[src/rtl/mempool_refill_server_if.sv]
// Refill request/response and L2 memory handshake bundle for mempool_refill_server.
// The slave modport is the refill server's view; master is the tile + L2 side.
interface mempool_refill_server_if #(
    parameter int unsigned AddrWidth = 32,
    parameter int unsigned DataWidth = 32,
    parameter int unsigned LineWidth = 128,
    parameter int unsigned LenWidth  = 3
) ();
    logic                 refill_qvalid_i;
    logic                 refill_qready_o;
    logic [AddrWidth-1:0] refill_qaddr_i;
    logic [LenWidth-1:0]  refill_qlen_i;
    logic [LineWidth-1:0] refill_pdata_o;
    logic                 refill_pvalid_o;
    logic                 refill_plast_o;
    logic                 refill_pready_i;
    logic                 mem_req_o;
    logic                 mem_gnt_i;
    logic [AddrWidth-1:0] mem_addr_o;
    logic [DataWidth-1:0] mem_rdata_i;
    logic                 mem_rvalid_i;
    logic                 busy_o;

    modport slave (
        input  refill_qvalid_i, refill_qaddr_i, refill_qlen_i, refill_pready_i,
        input  mem_gnt_i, mem_rdata_i, mem_rvalid_i,
        output refill_qready_o, refill_pdata_o, refill_pvalid_o, refill_plast_o,
        output mem_req_o, mem_addr_o, busy_o
    );

    modport master (
        output refill_qvalid_i, refill_qaddr_i, refill_qlen_i, refill_pready_i,
        output mem_gnt_i, mem_rdata_i, mem_rvalid_i,
        input  refill_qready_o, refill_pdata_o, refill_pvalid_o, refill_plast_o,
        input  mem_req_o, mem_addr_o, busy_o
    );
endinterface

[src/rtl/mempool_refill_server.sv]
// Instruction-refill responder for one MemPool tile: fetches each requested
// cache line word-by-word from L2, assembles it, and returns it to the tile.
module mempool_refill_server #(
    parameter int unsigned AddrWidth = 32,
    parameter int unsigned DataWidth = 32,
    parameter int unsigned LineWidth = 128,
    parameter int unsigned LenWidth  = 3
) (
    input  logic                    clk_i,
    input  logic                    rst_i,
    mempool_refill_server_if.slave  bus_if
);
    localparam int unsigned BeWidth      = DataWidth / 8;
    localparam int unsigned WordsPerLine = LineWidth / DataWidth;
    localparam int unsigned IdxWidth     = $clog2(WordsPerLine);
    localparam int unsigned CntWidth     = IdxWidth + 1;

    localparam logic [AddrWidth-1:0] LineBytes = AddrWidth'(LineWidth / 8);
    localparam logic [AddrWidth-1:0] WordBytes = AddrWidth'(BeWidth);
    localparam logic [CntWidth-1:0]  LastWord  = CntWidth'(WordsPerLine - 1);
    localparam logic [CntWidth-1:0]  FullCnt   = CntWidth'(WordsPerLine);

    typedef enum logic [1:0] {Idle, Fetch, Resp} state_e;

    state_e                              state_q;
    logic [AddrWidth-1:0]                line_addr_q;
    logic [LenWidth-1:0]                 lines_left_q;
    logic [CntWidth-1:0]                 req_cnt_q;
    logic [CntWidth-1:0]                 rsp_cnt_q;
    logic [WordsPerLine-1:0][DataWidth-1:0] line_buf_q;
    logic                                qready_q;
    logic                                pvalid_q;
    logic                                plast_q;
    logic                                mem_req_q;
    logic [AddrWidth-1:0]                mem_addr_q;

    logic [CntWidth-1:0]  req_next_d;
    logic [AddrWidth-1:0] req_addr_d;
    logic [AddrWidth-1:0] next_line_d;
    logic [AddrWidth-1:0] start_line_d;
    logic                 req_fire_d;
    logic                 rsp_take_d;

    // Next-address arithmetic and handshake qualifiers shared by the FSM.
    // A read beat is only taken while words are outstanding, so beats that
    // belong to an abandoned burst are silently dropped.
    always_comb begin
        req_next_d   = req_cnt_q + CntWidth'(1);
        req_addr_d   = line_addr_q + AddrWidth'(req_next_d) * WordBytes;
        next_line_d  = line_addr_q + LineBytes;
        start_line_d = bus_if.refill_qaddr_i & ~(LineBytes - AddrWidth'(1));
        req_fire_d   = mem_req_q && bus_if.mem_gnt_i;
        rsp_take_d   = (state_q == Fetch) && bus_if.mem_rvalid_i && (rsp_cnt_q != req_cnt_q);
    end

    // Refill FSM with registered outputs: accept a burst, fetch one line,
    // present it until taken, then fetch the next line or return to idle.
    always_ff @(posedge clk_i or posedge rst_i) begin
        if (rst_i) begin
            state_q      <= Idle;
            line_addr_q  <= '0;
            lines_left_q <= '0;
            req_cnt_q    <= '0;
            rsp_cnt_q    <= '0;
            line_buf_q   <= '0;
            qready_q     <= 1'b1;
            pvalid_q     <= 1'b0;
            plast_q      <= 1'b0;
            mem_req_q    <= 1'b0;
            mem_addr_q   <= '0;
        end else begin
            case (state_q)
                Idle: begin
                    if (bus_if.refill_qvalid_i && qready_q) begin
                        line_addr_q  <= start_line_d;
                        lines_left_q <= bus_if.refill_qlen_i;
                        req_cnt_q    <= '0;
                        rsp_cnt_q    <= '0;
                        qready_q     <= 1'b0;
                        mem_req_q    <= 1'b1;
                        mem_addr_q   <= start_line_d;
                        state_q      <= Fetch;
                    end
                end
                Fetch: begin
                    if (req_fire_d) begin
                        req_cnt_q <= req_next_d;
                        if (req_next_d == FullCnt) begin
                            mem_req_q <= 1'b0;
                        end else begin
                            mem_addr_q <= req_addr_d;
                        end
                    end
                    if (rsp_take_d) begin
                        line_buf_q[rsp_cnt_q[IdxWidth-1:0]] <= bus_if.mem_rdata_i;
                        rsp_cnt_q <= rsp_cnt_q + CntWidth'(1);
                        if (rsp_cnt_q == LastWord) begin
                            pvalid_q <= 1'b1;
                            plast_q  <= (lines_left_q == '0);
                            state_q  <= Resp;
                        end
                    end
                end
                Resp: begin
                    if (bus_if.refill_pready_i) begin
                        pvalid_q <= 1'b0;
                        plast_q  <= 1'b0;
                        if (plast_q) begin
                            qready_q <= 1'b1;
                            state_q  <= Idle;
                        end else begin
                            line_addr_q  <= next_line_d;
                            lines_left_q <= lines_left_q - LenWidth'(1);
                            req_cnt_q    <= '0;
                            rsp_cnt_q    <= '0;
                            mem_req_q    <= 1'b1;
                            mem_addr_q   <= next_line_d;
                            state_q      <= Fetch;
                        end
                    end
                end
                default: state_q <= Idle;
            endcase
        end
    end

    assign bus_if.refill_qready_o = qready_q;
    assign bus_if.refill_pvalid_o = pvalid_q;
    assign bus_if.refill_plast_o  = plast_q;
    assign bus_if.refill_pdata_o  = pvalid_q ? line_buf_q : '0;
    assign bus_if.mem_req_o       = mem_req_q;
    assign bus_if.mem_addr_o      = mem_addr_q;
    assign bus_if.busy_o          = (state_q != Idle);
endmodule

[src/flat_wrapper.sv]
// flat-port wrapper written by rule: the top's interface ports become plain ports
module mempool_refill_server_flat 
#(
    parameter int unsigned AddrWidth = 32,
    parameter int unsigned DataWidth = 32,
    parameter int unsigned LineWidth = 128,
    parameter int unsigned LenWidth  = 3
)
  (clk_i, rst_i, bus_if_refill_qvalid_i, bus_if_refill_qaddr_i, bus_if_refill_qlen_i, bus_if_refill_pready_i, bus_if_mem_gnt_i, bus_if_mem_rdata_i, bus_if_mem_rvalid_i, bus_if_refill_qready_o, bus_if_refill_pdata_o, bus_if_refill_pvalid_o, bus_if_refill_plast_o, bus_if_mem_req_o, bus_if_mem_addr_o, bus_if_busy_o);
  mempool_refill_server_if #(.AddrWidth(AddrWidth), .DataWidth(DataWidth), .LineWidth(LineWidth), .LenWidth(LenWidth)) bus_if_i ();
  input  logic clk_i;
  input  logic rst_i;
  input wire logic [$bits(bus_if_i.refill_qvalid_i)-1:0] bus_if_refill_qvalid_i;
  input wire logic [$bits(bus_if_i.refill_qaddr_i)-1:0] bus_if_refill_qaddr_i;
  input wire logic [$bits(bus_if_i.refill_qlen_i)-1:0] bus_if_refill_qlen_i;
  input wire logic [$bits(bus_if_i.refill_pready_i)-1:0] bus_if_refill_pready_i;
  input wire logic [$bits(bus_if_i.mem_gnt_i)-1:0] bus_if_mem_gnt_i;
  input wire logic [$bits(bus_if_i.mem_rdata_i)-1:0] bus_if_mem_rdata_i;
  input wire logic [$bits(bus_if_i.mem_rvalid_i)-1:0] bus_if_mem_rvalid_i;
  output wire logic [$bits(bus_if_i.refill_qready_o)-1:0] bus_if_refill_qready_o;
  output wire logic [$bits(bus_if_i.refill_pdata_o)-1:0] bus_if_refill_pdata_o;
  output wire logic [$bits(bus_if_i.refill_pvalid_o)-1:0] bus_if_refill_pvalid_o;
  output wire logic [$bits(bus_if_i.refill_plast_o)-1:0] bus_if_refill_plast_o;
  output wire logic [$bits(bus_if_i.mem_req_o)-1:0] bus_if_mem_req_o;
  output wire logic [$bits(bus_if_i.mem_addr_o)-1:0] bus_if_mem_addr_o;
  output wire logic [$bits(bus_if_i.busy_o)-1:0] bus_if_busy_o;
  assign bus_if_i.refill_qvalid_i = bus_if_refill_qvalid_i;
  assign bus_if_i.refill_qaddr_i = bus_if_refill_qaddr_i;
  assign bus_if_i.refill_qlen_i = bus_if_refill_qlen_i;
  assign bus_if_i.refill_pready_i = bus_if_refill_pready_i;
  assign bus_if_i.mem_gnt_i = bus_if_mem_gnt_i;
  assign bus_if_i.mem_rdata_i = bus_if_mem_rdata_i;
  assign bus_if_i.mem_rvalid_i = bus_if_mem_rvalid_i;
  assign bus_if_refill_qready_o = bus_if_i.refill_qready_o;
  assign bus_if_refill_pdata_o = bus_if_i.refill_pdata_o;
  assign bus_if_refill_pvalid_o = bus_if_i.refill_pvalid_o;
  assign bus_if_refill_plast_o = bus_if_i.refill_plast_o;
  assign bus_if_mem_req_o = bus_if_i.mem_req_o;
  assign bus_if_mem_addr_o = bus_if_i.mem_addr_o;
  assign bus_if_busy_o = bus_if_i.busy_o;
  mempool_refill_server #(.AddrWidth(AddrWidth), .DataWidth(DataWidth), .LineWidth(LineWidth), .LenWidth(LenWidth)) u_core (.clk_i(clk_i), .rst_i(rst_i), .bus_if(bus_if_i));
endmodule
[config.mk]
export PLATFORM = sky130hd
export DESIGN_NAME = mempool_refill_server_flat
export DESIGN_NICKNAME = d
export VERILOG_FILES = /design/src/rtl/mempool_refill_server_if.sv /design/src/rtl/mempool_refill_server.sv /design/src/flat_wrapper.sv
export SDC_FILE = /design/constraint.sdc
export NUM_CORES = 1
export LEC_CHECK = 0
export BUFFER_PORTS_ARGS = -buffer_cell sky130_fd_sc_hd__buf_2
export CORE_MARGIN = 10
export CORE_UTILIZATION = 45
export DETAILED_ROUTE_END_ITERATION = 7
export GPL_ROUTABILITY_DRIVEN = 0
export PLACE_DENSITY = 0.69
export SYNTH_ARGS = -nofsm -noshare
export SYNTH_HDL_FRONTEND = slang
export SYNTH_SLANG_ARGS = --single-unit
export TNS_END_PERCENT = 10
[constraint.sdc]
create_clock -name clk_i -period 6.2 [get_ports clk_i]
set_input_delay 0.93 -clock clk_i [delete_from_list [all_inputs] [get_ports clk_i]]
set_output_delay 0.93 -clock clk_i [all_outputs]
set_load 0.02 [all_outputs]
==> run summary <==
run status - finished clean
CP max stage cell - ha_2
critical-path maximum fanout - 55
Final Hold Viols - 0
largest cells by area after synthesis - dfrtp_1 47%, mux2_2 14%, and2_1 7.9%, o21ai_0 3.3%, a21oi_1 3.1%
power density cells - 554 nW/µm²
CTS Buf Count - 24
I/O pin total - 238
share of the synthesized area in the top cell type - 0.471
Critical Path RT - 6550 ps
synthesis-to-layout area growth - 20.6%
Final #Nets - 1356
H-tree levels - 1
most frequent cell after synthesis - dfrtp_1
CP startpoint kind - flop
worst r2r src - u_core.state_q[0]
TNS Setup - 0 ps
CTS tree - done
placed cell count - 1560
PostCTS Resize Cnt - 0
Final Cycle Share - 0.508
fmax - 318 MHz
via count - 8973
FF-to-FF path depth - 9
HP Class - flop to flop
worst slack at placement - 3090 ps
flops & latches, synth - 202
max_cap viols - 0
R2R setup slack - 3050 ps
post-route insts no fill - 1602
row cnt - 56
Data arrival, critical path - 3500 ps
share of layout cells above drive strength 1 - 0.330
largest net degree at the start of global routing - 124
Post-CTS Setup Bufs - 0
Worst Setup Path Type - flop to flop
clock sink count - 202
dominant cell type by area after synthesis - dfrtp_1
global-route wire length before repair - 49.7 mm
vias per std cell - 5.60
Post-DP HPWL - 21.7 mm
DRT Pass-1 Iters - 7
HP Start - u_core.bus_if.mem_addr_o[2]
Worst Skew - 16.4 ps
Skew-Pair Late Insertion Delay - 510 ps
Synthesis Warnings - 0
# hold bufs at CTS - 0
reg-to-reg critical path endpoint - u_core.line_addr_q[27]
die width - 174 µm
# diodes - 0
worst path cell trace - inv_1 -> ha_2 -> nor2b_1 -> and2_1 -> o21a_1 -> buf_4 -> nand2b_1 -> o22ai_1 -> a21oi_1
syn nets - 1166
clock edge transition at the registers on the reported setup and hold paths - 60 ps
Post-synth EDFFs - 0
RSZ-0062 raised after global routing - no
wire per inst - 19.3 µm
die height - 174 µm
Max-slew headroom - 0.375
sequential area share after synthesis - 0.474
hold path depth - 2
Syn Inst Count - 1077
final setup vio count - 0
fraction of registers with async set/reset - 1.00
synthesized area - 10700 µm²
Longest Clk Path Bufs - 3
commonest cells in the netlist - 201 x dfrtp_1, 135 x and2_1, 128 x mux2_2
fin crit period - 3150 ps
syn avg cell area - 9.91 µm²
aggregate global-route resource usage - 0.198
clk root buf - clkbuf_16
Worst Tran Pin Value - 930 ps
port bufs - 233
CP Capture Type - flop
Iteration-0 DRC Markers - 1074
Max IR drop VDD - 0.279 mV
Primary FF master, synth - dfrtp_1
die area - 30300 µm²
Synth cell types - 65
Slowest Stage Delay on Critical Path - 660 ps
max-slew violation count - 0
Hold EP - u_core.bus_if.mem_addr_o[2]
Remaining DRCs - 0
Final WS setup - 3050 ps
core area - 23400 µm²
grt ovf - 0
ANT nets after route - 0
final WL - 30.9 mm
starting density of the core - 0.456
Pleak - 6.08 nW
vias in the first global route - 8908
antenna violations before repair - 0
routing by layer:
| layer | GRT usage | share of wire | vias up |
|---|---|---|---|
| li1 | - | - | 4193 |
| met2 | 0.329 | 0.47 | 383 |
| met4 | 0.0627 | 0.027 | 0 |
| met5 | 0 | 0 | - |
| met3 | 0.0384 | 0.072 | 54 |
| met1 | 0.253 | 0.43 | 4343 |
area by class of cell:
type                    count  area (µm²)
clock inverters             6         108
multi-input cells         772        5220
repair buffers            246        1280
clock buffers              36         727
inverters                  21        82.6
well taps                 319         399
flip-flops and latches    202        5060
fillers                  2092       10500
per-stage QoR:
step	hold WS [ps]	utilization	power [mW]	cell area (µm²)
global placement	452	0.514	5.61	12000
CTS	477	0.550	7.19	12900
floorplan	451	-	4.63	10700
detailed placement	460	0.514	5.70	12000
global route	487	0.550	7.62	12900
finish	472	0.550	7.13	12900
flip-flops by register name, indices dropped and copies added, names as in the netlist:
name	flops
u_core.req_cnt_q	3
u_core.state_q	2
u_core.line_addr_q	28
u_core.line_buf_q	128
u_core.bus_if.refill_pvalid_o	1
u_core.bus_if.refill_plast_o	1
u_core.bus_if.refill_qready_o	1
u_core.bus_if.mem_req_o	1
u_core.bus_if.mem_addr_o	31
u_core.lines_left_q	3
u_core.rsp_cnt_q	3
how the worst max path moves through the flow:
stage / start / cells after the start / endpoint
after floorplan: rst_i / 1 / u_core.bus_if.mem_addr_o[10]
after global placement: bus_if_refill_pready_i / 8 / u_core.bus_if.mem_addr_o[29]
after detailed placement: u_core.state_q[0] / 9 / u_core.line_addr_q[21]
after CTS: u_core.state_q[0] / 9 / u_core.line_addr_q[29]
after global routing: u_core.state_q[0] / 9 / u_core.line_addr_q[27]
final: u_core.state_q[0] / 9 / u_core.line_addr_q[27]
critical path, delay by kind of cell, from the launching register on:
kind / cells / cell delay [ps]
buffers and inverters: 2 / 570
AO/OA/AOI/OAI: 3 / 430
flip-flops: 1 / 400
adder cells (fa/ha/maj): 1 / 660
AND/OR/NAND/NOR: 3 / 900
layout by cell type (no fill, tap or decap), drive strengths merged, types with 5 or more instances in the layout:
| cell | count |
|---|---|
| mux2 | 128 |
| nor3 | 22 |
| xor2 | 6 |
| and3 | 8 |
| nand2 | 81 |
| o21ai | 74 |
| nand4 | 14 |
| o22ai | 17 |
| mux2i | 6 |
| nor4 | 9 |
| a31oi | 12 |
| a21oi | 67 |
| dfrtp | 201 |
| xnor2 | 9 |
| nor2 | 44 |
| o211ai | 5 |
| nand3 | 42 |
| nand2b | 5 |
| buf | 246 |
| a221oi | 7 |
| and2 | 135 |
| inv | 20 |
| or3 | 6 |
| ha | 16 |
| clkbuf | 36 |
power breakdown:
| part | switching (mW) | leakage [nW] | total, mW | internal, mW |
|---|---|---|---|---|
| Sequential | 0.456 | 2.50 | 2.36 | 1.90 |
| Clock | 0.534 | 0.407 | 1.46 | 0.929 |
| Combinational | 2.03 | 3.17 | 3.31 | 1.28 |
| Total | 3.02 | 6.08 | 7.13 | 4.11 |
kinds of logic (layout without fill, tap and decap cells):
family	after synthesis	after routing	share of synthesized area
other cells	1	1	0.000351
simple gates	381	381	0.191
compound gates	225	225	0.126
xor+xnor	15	15	0.0123
mux	134	134	0.141
buf+inv	103	309	0.0373
fa+ha+maj	16	16	0.0188
flops	202	202	0.474
Power figures use the tool's default switching activity.
